--- src/rtl/draw_rectangle_overlay_if.sv ---
// Video stream bundle for the rectangle overlay stage.
// Carries the incoming pixel/timing bus, detector controls and delayed outputs.
interface draw_rectangle_overlay_if #(
    parameter int CNT_W = 11,
    parameter int RGB_W = 12
);
    logic [CNT_W-1:0] hcount_in;
    logic [CNT_W-1:0] vcount_in;
    logic             hsync_in;
    logic             vsync_in;
    logic             hblnk_in;
    logic             vblnk_in;
    logic [RGB_W-1:0] rgb_in;
    logic             detected_flag;
    logic             continuous;

    logic [CNT_W-1:0] hcount_out;
    logic [CNT_W-1:0] vcount_out;
    logic             hsync_out;
    logic             vsync_out;
    logic             hblnk_out;
    logic             vblnk_out;
    logic             nblank_out;
    logic [RGB_W-1:0] rgb_out;

    modport master (
        output hcount_in, vcount_in,
        output hsync_in, vsync_in,
        output hblnk_in, vblnk_in,
        output rgb_in,
        output detected_flag, continuous,
        input  hcount_out, vcount_out,
        input  hsync_out, vsync_out,
        input  hblnk_out, vblnk_out,
        input  nblank_out, rgb_out
    );

    modport slave (
        input  hcount_in, vcount_in,
        input  hsync_in, vsync_in,
        input  hblnk_in, vblnk_in,
        input  rgb_in,
        input  detected_flag, continuous,
        output hcount_out, vcount_out,
        output hsync_out, vsync_out,
        output hblnk_out, vblnk_out,
        output nblank_out, rgb_out
    );
endinterface

--- src/rtl/draw_rectangle_overlay.sv ---
// Overlays a fixed rectangular outline on the VGA stream, one pclk latency.
// Outline shown when the detector hit in the previous frame or in continuous mode.
module draw_rectangle_overlay #(
    parameter int              CNT_W      = 11,
    parameter int              RGB_W      = 12,
    parameter int              RECT_X     = 100,
    parameter int              RECT_Y     = 80,
    parameter int              RECT_W     = 120,
    parameter int              RECT_H     = 160,
    parameter int              THICK      = 2,
    parameter logic [RGB_W-1:0] RECT_COLOR = 12'hF00
) (
    input logic                    pclk,
    input logic                    rst,
    draw_rectangle_overlay_if.slave vid
);

    // One extra bit keeps RECT_X+RECT_W etc. from wrapping at the counter width.
    localparam int BW = CNT_W + 1;

    localparam logic [BW-1:0] X_LO  = BW'(RECT_X);
    localparam logic [BW-1:0] X_HI  = BW'(RECT_X + RECT_W - 1);
    localparam logic [BW-1:0] Y_LO  = BW'(RECT_Y);
    localparam logic [BW-1:0] Y_HI  = BW'(RECT_Y + RECT_H - 1);
    localparam logic [BW-1:0] XI_LO = BW'(RECT_X + THICK);
    localparam logic [BW-1:0] XI_HI = BW'(RECT_X + RECT_W - THICK);
    localparam logic [BW-1:0] YI_LO = BW'(RECT_Y + THICK);
    localparam logic [BW-1:0] YI_HI = BW'(RECT_Y + RECT_H - THICK);

    logic [CNT_W-1:0] hcount_q, hcount_d;
    logic [CNT_W-1:0] vcount_q, vcount_d;
    logic             hsync_q, hsync_d;
    logic             vsync_q, vsync_d;
    logic             hblnk_q, hblnk_d;
    logic             vblnk_q, vblnk_d;
    logic             nblank_q, nblank_d;
    logic [RGB_W-1:0] rgb_q, rgb_d;

    logic             vblnk_prev_q, vblnk_prev_d;
    logic             det_seen_q, det_seen_d;
    logic             frame_en_q, frame_en_d;

    logic [BW-1:0]    h_w;
    logic [BW-1:0]    v_w;
    logic             in_box;
    logic             on_rim;
    logic             border;
    logic             blank;
    logic             draw_en;
    logic             frame_upd;

    assign h_w = {1'b0, vid.hcount_in};
    assign v_w = {1'b0, vid.vcount_in};

    // Border test: inside the outer box but not inside the inner box.
    always_comb begin
        in_box = 1'b0;
        on_rim = 1'b0;
        border = 1'b0;
        in_box = (h_w >= X_LO) && (h_w <= X_HI)
              && (v_w >= Y_LO) && (v_w <= Y_HI);
        on_rim = (h_w < XI_LO) || (h_w >= XI_HI)
              || (v_w < YI_LO) || (v_w >= YI_HI);
        border = in_box && on_rim;
    end

    assign blank     = vid.hblnk_in | vid.vblnk_in;
    assign frame_upd = vid.vblnk_in & ~vblnk_prev_q;
    assign draw_en   = vid.continuous | frame_en_q;

    // Detection latch and per-frame draw decision, refreshed at vblank rise.
    always_comb begin
        vblnk_prev_d = vid.vblnk_in;
        det_seen_d   = det_seen_q | vid.detected_flag;
        frame_en_d   = frame_en_q;
        if (frame_upd) begin
            det_seen_d = vid.detected_flag;
            frame_en_d = det_seen_q | vid.detected_flag;
        end
    end

    // Pixel mux: blanking beats outline, outline beats source pixel.
    always_comb begin
        rgb_d = vid.rgb_in;
        if (blank) begin
            rgb_d = '0;
        end else if (border && draw_en) begin
            rgb_d = RECT_COLOR;
        end
    end

    // Timing pass-through next-state values.
    always_comb begin
        hcount_d = vid.hcount_in;
        vcount_d = vid.vcount_in;
        hsync_d  = vid.hsync_in;
        vsync_d  = vid.vsync_in;
        hblnk_d  = vid.hblnk_in;
        vblnk_d  = vid.vblnk_in;
        nblank_d = ~blank;
    end

    // Output pipeline register, cleared asynchronously.
    always_ff @(posedge pclk or negedge rst) begin
        if (!rst) begin
            hcount_q <= '0;
            vcount_q <= '0;
            hsync_q  <= 1'b0;
            vsync_q  <= 1'b0;
            hblnk_q  <= 1'b0;
            vblnk_q  <= 1'b0;
            nblank_q <= 1'b0;
            rgb_q    <= '0;
        end else begin
            hcount_q <= hcount_d;
            vcount_q <= vcount_d;
            hsync_q  <= hsync_d;
            vsync_q  <= vsync_d;
            hblnk_q  <= hblnk_d;
            vblnk_q  <= vblnk_d;
            nblank_q <= nblank_d;
            rgb_q    <= rgb_d;
        end
    end

    // Frame-level control state, cleared asynchronously.
    always_ff @(posedge pclk or negedge rst) begin
        if (!rst) begin
            vblnk_prev_q <= 1'b0;
            det_seen_q   <= 1'b0;
            frame_en_q   <= 1'b0;
        end else begin
            vblnk_prev_q <= vblnk_prev_d;
            det_seen_q   <= det_seen_d;
            frame_en_q   <= frame_en_d;
        end
    end

    assign vid.hcount_out = hcount_q;
    assign vid.vcount_out = vcount_q;
    assign vid.hsync_out  = hsync_q;
    assign vid.vsync_out  = vsync_q;
    assign vid.hblnk_out  = hblnk_q;
    assign vid.vblnk_out  = vblnk_q;
    assign vid.nblank_out = nblank_q;
    assign vid.rgb_out    = rgb_q;

endmodule

--- src/flat_wrapper.sv ---
// flat-port wrapper written by rule: the top's interface ports become plain ports
module draw_rectangle_overlay_flat 
#(
    parameter int              CNT_W      = 11,
    parameter int              RGB_W      = 12,
    parameter int              RECT_X     = 100,
    parameter int              RECT_Y     = 80,
    parameter int              RECT_W     = 120,
    parameter int              RECT_H     = 160,
    parameter int              THICK      = 2,
    parameter logic [RGB_W-1:0] RECT_COLOR = 12'hF00
)
  (pclk, rst, vid_hcount_in, vid_vcount_in, vid_hsync_in, vid_vsync_in, vid_hblnk_in, vid_vblnk_in, vid_rgb_in, vid_detected_flag, vid_continuous, vid_hcount_out, vid_vcount_out, vid_hsync_out, vid_vsync_out, vid_hblnk_out, vid_vblnk_out, vid_nblank_out, vid_rgb_out);
  draw_rectangle_overlay_if #(.CNT_W(CNT_W), .RGB_W(RGB_W)) vid_i ();
  input logic pclk;
  input logic rst;
  input wire logic [$bits(vid_i.hcount_in)-1:0] vid_hcount_in;
  input wire logic [$bits(vid_i.vcount_in)-1:0] vid_vcount_in;
  input wire logic [$bits(vid_i.hsync_in)-1:0] vid_hsync_in;
  input wire logic [$bits(vid_i.vsync_in)-1:0] vid_vsync_in;
  input wire logic [$bits(vid_i.hblnk_in)-1:0] vid_hblnk_in;
  input wire logic [$bits(vid_i.vblnk_in)-1:0] vid_vblnk_in;
  input wire logic [$bits(vid_i.rgb_in)-1:0] vid_rgb_in;
  input wire logic [$bits(vid_i.detected_flag)-1:0] vid_detected_flag;
  input wire logic [$bits(vid_i.continuous)-1:0] vid_continuous;
  output wire logic [$bits(vid_i.hcount_out)-1:0] vid_hcount_out;
  output wire logic [$bits(vid_i.vcount_out)-1:0] vid_vcount_out;
  output wire logic [$bits(vid_i.hsync_out)-1:0] vid_hsync_out;
  output wire logic [$bits(vid_i.vsync_out)-1:0] vid_vsync_out;
  output wire logic [$bits(vid_i.hblnk_out)-1:0] vid_hblnk_out;
  output wire logic [$bits(vid_i.vblnk_out)-1:0] vid_vblnk_out;
  output wire logic [$bits(vid_i.nblank_out)-1:0] vid_nblank_out;
  output wire logic [$bits(vid_i.rgb_out)-1:0] vid_rgb_out;
  assign vid_i.hcount_in = vid_hcount_in;
  assign vid_i.vcount_in = vid_vcount_in;
  assign vid_i.hsync_in = vid_hsync_in;
  assign vid_i.vsync_in = vid_vsync_in;
  assign vid_i.hblnk_in = vid_hblnk_in;
  assign vid_i.vblnk_in = vid_vblnk_in;
  assign vid_i.rgb_in = vid_rgb_in;
  assign vid_i.detected_flag = vid_detected_flag;
  assign vid_i.continuous = vid_continuous;
  assign vid_hcount_out = vid_i.hcount_out;
  assign vid_vcount_out = vid_i.vcount_out;
  assign vid_hsync_out = vid_i.hsync_out;
  assign vid_vsync_out = vid_i.vsync_out;
  assign vid_hblnk_out = vid_i.hblnk_out;
  assign vid_vblnk_out = vid_i.vblnk_out;
  assign vid_nblank_out = vid_i.nblank_out;
  assign vid_rgb_out = vid_i.rgb_out;
  draw_rectangle_overlay #(.CNT_W(CNT_W), .RGB_W(RGB_W), .RECT_X(RECT_X), .RECT_Y(RECT_Y), .RECT_W(RECT_W), .RECT_H(RECT_H), .THICK(THICK), .RECT_COLOR(RECT_COLOR)) u_core (.pclk(pclk), .rst(rst), .vid(vid_i));
endmodule
--- config.mk ---
export PLATFORM = sky130hd
export DESIGN_NAME = draw_rectangle_overlay_flat
export DESIGN_NICKNAME = d
export VERILOG_FILES = /design/src/rtl/draw_rectangle_overlay_if.sv /design/src/rtl/draw_rectangle_overlay.sv /design/src/flat_wrapper.sv
export SDC_FILE = /design/constraint.sdc
export NUM_CORES = 1
export LEC_CHECK = 0
export BUFFER_PORTS_ARGS = -buffer_cell sky130_fd_sc_hd__buf_2
export CAP_MARGIN = 20
export CORE_MARGIN = 2
export CORE_UTILIZATION = 28
export DETAILED_ROUTE_END_ITERATION = 8
export GPL_ROUTABILITY_DRIVEN = 0
export HOLD_SLACK_MARGIN = 0.12
export PLACE_DENSITY_LB_ADDON = 0.1
export REMOVE_ABC_BUFFERS = 1
export SYNTH_ARGS = -nofsm -noshare
export SYNTH_HDL_FRONTEND = slang
export SYNTH_SLANG_ARGS = --single-unit
--- constraint.sdc ---
create_clock -name pclk -period 1.4 [get_ports pclk]
set_clock_uncertainty 0.15 [all_clocks]
set_input_delay 0.21 -clock pclk [delete_from_list [all_inputs] [get_ports pclk]]
set_output_delay 0.21 -clock pclk [all_outputs]
set_load 0.02 [all_outputs]
[Word-level counts from Yosys, hierarchy flattened]
Cells that the tools add are included.
Storage, ports and cells
  input bits: 42
  bits in registers: 41
  output and inout bits: 39
  word-level logic and storage cells: 35
Operators by class
  mux-type cells: 3
  bitwise operators: 6
  order comparisons: 8
  reduce and logical (&&, ||, !) cells: 8
Operators by type and width (number)
  $mux 12: 2
  $ge 11x7->1 const B: 2
  $ge 11x8->1 const B: 2
  $le 11x8->1 const B: 2
  $lt 11x7->1 const B: 2
  $logic_and 1x1->1: 5
  $logic_or 1x1->1: 3
  $or 1x1->1: 3
  $not 1->1: 2
  $and 1x1->1: 1
  $mux 1: 1

[Logic depth before layout (Yosys ltp)]
  word-level depth: 8
  depth in mapped cells: 6
  depth with buffers taken out: 5

[Least setup slack after synthesis]
OpenSTA, ideal clock, no wires.
  path type: input to register
  start: input port vid_hcount_in[8]
  end: register u_core.rgb_q[10] (netlist: u_core.vid.rgb_out[10])
  cell stages on the path: 5
  arrival: 1.559 ns
  data required time: 1.185 ns
  buffers on the path: 1
  path slack: -0.374 ns
  library setup time: 0.065 ns
  path through: or3_1 a211o_1 a2111oi_4 buf_6 o21a_1
On the way
  word-level cells in the longest chain between the ends: 8
  elaborated cells between the ends (all ways): 14
  those cells by class: order compare (4); mux (2); reduce/logical (8)
Ends and longest elaborated chain
  from (decl): line flat_wrapper.sv:17  | input wire logic [$bits(vid_i.hcount_in)-1:0] vid_hcount_in;
  $ge 11x7->1 (tied with other cells): line draw_rectangle_overlay.sv:60  | in_box = (h_w >= X_LO) && (h_w <= X_HI)
  $logic_and 1x1->1 / $logic_or 1x1->1 (equally long branches): line draw_rectangle_overlay.sv:60, draw_rectangle_overlay.sv:62
  $logic_and 1x1->1 / $logic_or 1x1->1 (equally long branches) (2 in series): line draw_rectangle_overlay.sv:61, draw_rectangle_overlay.sv:63
  $logic_and 1x1->1 *: line draw_rectangle_overlay.sv:64  | border = in_box && on_rim;
  $logic_and 1x1->1 *: line draw_rectangle_overlay.sv:87  | end else if (border && draw_en) begin
  $mux 12 *: line draw_rectangle_overlay.sv:87
  $mux 12 *: line draw_rectangle_overlay.sv:85  | if (blank) begin
  via u_core.rgb_d[10]: line draw_rectangle_overlay.sv:37  | logic [RGB_W-1:0] rgb_q, rgb_d;
  to (signal assigned): line draw_rectangle_overlay.sv:122  | rgb_q <= rgb_d;
  to (decl): line draw_rectangle_overlay.sv:37
Mark *: on every way through the listed nets, which the timed path passes. The rest lies on a longest branch.
A chain may end at the register's enable or synchronous reset.

[Worst setup path after layout]
Ends and elaborated chain as after synthesis.

==> flow_summary.ini <==
[critical_path]
cp_data_arrival_time_ps = 1660
crit_path_start_kind = input pin
required_ps = 1480
startpoint = vid_hcount_in[8]
ff2ff_path_depth = 6
endpoint_kind = flip-flop
r2r-start = u_core.frame_en_q
crit_type = in2reg
worstPathMaxFanout = 12

[timing]
fin_ws_ps = -181
rsz0062_at_grt = yes
max_freq_mhz = 632
relSlewSlack = 0.834
finalSetupViolCount = 12
slew_violations = 0
worst_slew_pin_slew_ps = 248
fin_tns_setup_ps = -2040
period_share = 1.13
fin_crit_ps = 1580
hold_viol = 0

[floorplan]
die_w_um = 73.0
start_util = 0.286
dieHeight_um = 73.0
core_area_mm2 = 0.00466
die_area_mm2 = 0.00533
io_pins = 81
num_rows = 25

[detailed_routing]
wl_mm = 3.33
num_vias = 1245
drtPass1Iterations = 4
vias_per_cell = 4.22
ant_nets = 0
drc_errors = 0
drt-wirelength-per-cell_um = 11.3
drtIter0Drc = 25

[cells_and_area]
multiInputGateArea_um2 = 300
syn_to_final_growth_pct = 87.2
design_area_mm2 = 0.00249
drive_gt1_frac = 0.473
fillers = 428
nets = 282
diodes = 0
seqCellArea_mm2 = 0.00103

[placed_design]
postPlaceCellArea_mm2 = 0.00196
hpwl_mm = 2.28
pre_cts_ws_ps = -542
io_buffers = 80

[synth]
yosysSeqAreaShare = 0.770
syn_area_mm2 = 0.00133
syn_inst = 94
synth_seq_cells = 41
synth_cell_types = 22
ys_warn_count = 0
avgSynthCellArea_um2 = 14.2

[power_and_ir_drop]
power_density_mw_per_mm2 = 996
fin_total_pwr_mw = 2.49
ir_worst_vdd_uv = 468
p_leak_nw = 1.27

[outcome]
outcome = finished, violations left
violations = setup timing

[run]
max_cap_violations = 0

[clock_network]
clockBufferDepth = 2
cts_tree = yes
clock_sinks = 41
clk_pin_slew_ps = 80
root_buffer = clkbuf_8
cts_made_buffers = 5
h-tree-depth = 2
insertion_delay_ps = 280

[global_route]
first_global_vias = 1283
overflow = 0
grt_first_pass_wirelength_mm = 5.50
grt_usage = 0.136
antenna_found_initial = 0
grt_max_degree = 42

[worst_hold_path]
hold_path_class = in2async
[state kept, by name, indices dropped and copies added, names as in the netlist]
| name | count |
|---|---|
| u_core.frame_en_q | 1 |
| u_core.vid.rgb_out | 12 |
| u_core.vid.nblank_out | 1 |
| u_core.vid.hblnk_out | 1 |
| u_core.det_seen_q | 1 |
| u_core.vid.vsync_out | 1 |
| u_core.vid.vblnk_out | 1 |
| u_core.vid.hsync_out | 1 |
| u_core.vid.vcount_out | 11 |
| u_core.vid.hcount_out | 11 |
[per-layer routing]
metal | share of wire | track usage | up-vias
met5 | 0 | 0 | -
met4 | 0.016 | 0.0494 | 0
met3 | 0.083 | 0.0566 | 5
met2 | 0.52 | 0.241 | 48
met1 | 0.38 | 0.142 | 583
li1 | - | - | 609
[cells by family (layout without fill, tap and decap cells)]
family / Yosys count / after routing / share of synthesized area
AOI/OAI and AO/OA: 15 / 15 / 0.0995
buffers and inverters: 2 / 149 / 0.0113
DFF: 41 / 41 / 0.770
and+or+nand+nor: 36 / 36 / 0.119
[stage by stage]
stage / cells / util / hold slack, ps
floorplan: 92 / - / -236
global placement: 247 / 0.420 / 45.8
detailed placement: 247 / 0.420 / 46.8
CTS: 294 / 0.532 / -87.8
global route: 295 / 0.535 / 307
finish: 295 / 0.535 / 261
[critical path, cell delays in order]
cell       delay [ps]
buf_6              90
or3_4             380
a211o_1           320
a2111oi_4         360
buf_6             190
o21a_1            110
[report_power, final]
part	switching, mW	internal (mW)	total (mW)
combinational	0.195	0.218	0.414
sequential	0.0143	1.24	1.26
clock	0.371	0.445	0.816
[cells in the mapped netlist (all sizes together)]
library cell  number  area, um^2
o211a              1        10.0
a211oi             1        7.51
nand4              3        18.8
dfrtp             41        1030
or4                1        7.51
buf                1        11.3
a21o               1        7.51
a2111oi            1        27.5
clkbuf             1        3.75
a211o              1        8.76
nand3              1        5.00
a31oi              1        6.26
nand2b             1        6.26
nor3               5        25.0
or3                1        6.26
o21a               5        37.5
nand2             11        41.3
nor2              13        48.8
o21ai              3        18.8
a21oi              1        8.76
[path summary, 6_finish.rpt]
check	endpoint	slack (ps)
setup / recovery	u_core.vid.rgb_out[10]	-180
hold / removal	u_core.vid.vcount_out[10]	260
setup reg to reg	u_core.vid.rgb_out[10]	-70
hold reg to reg	u_core.det_seen_q	340
max in group asynchronous	u_core.vid.rgb_out[7]	640
min in group pclk	u_core.det_seen_q	340
[layout by cell type (no fill, tap or decap)]
cell type	Yosys	layout
nand2_1	11	11
o21ai_2	1	1
nor2_1	13	13
buf_4	0	19
a2111oi_4	1	1
o21a_1	5	5
buf_12	0	1
a31oi_1	1	1
or4_4	0	1
or3_4	0	1
a21oi_2	1	1
clkbuf_8	0	7
nand3_1	1	1
nor3_1	5	5
nand2b_1	1	1
o21ai_0	1	1
a21o_1	1	1
buf_2	0	76
o21ai_1	1	1
dlygate4sd3_1	0	40
a211oi_1	1	1
a211o_1	1	1
dfrtp_1	41	41
nand4_1	3	3
o211a_1	1	1
clkinv_2	0	1
buf_6	1	5
[cell type report]
class / instances / area share
Timing Repair Buffer: 141 / 0.401
Clock buffer: 7 / 0.0386
Sequential cell: 41 / 0.411
Tap cell: 54 / 0.0271
Multi-Input combinational cell: 51 / 0.120
Clock inverter: 1 / 0.00201
[repair_timing]
action | CTS | global route
resized for setup | 6 | 1
endpoints found under the hold margin | 82 | 1
buffers inserted | 0 | 0
setup endpoints to repair | 12 | 12
hold buffers | 39 | 1
No activity file was read; power rests on OpenSTA's default activity.
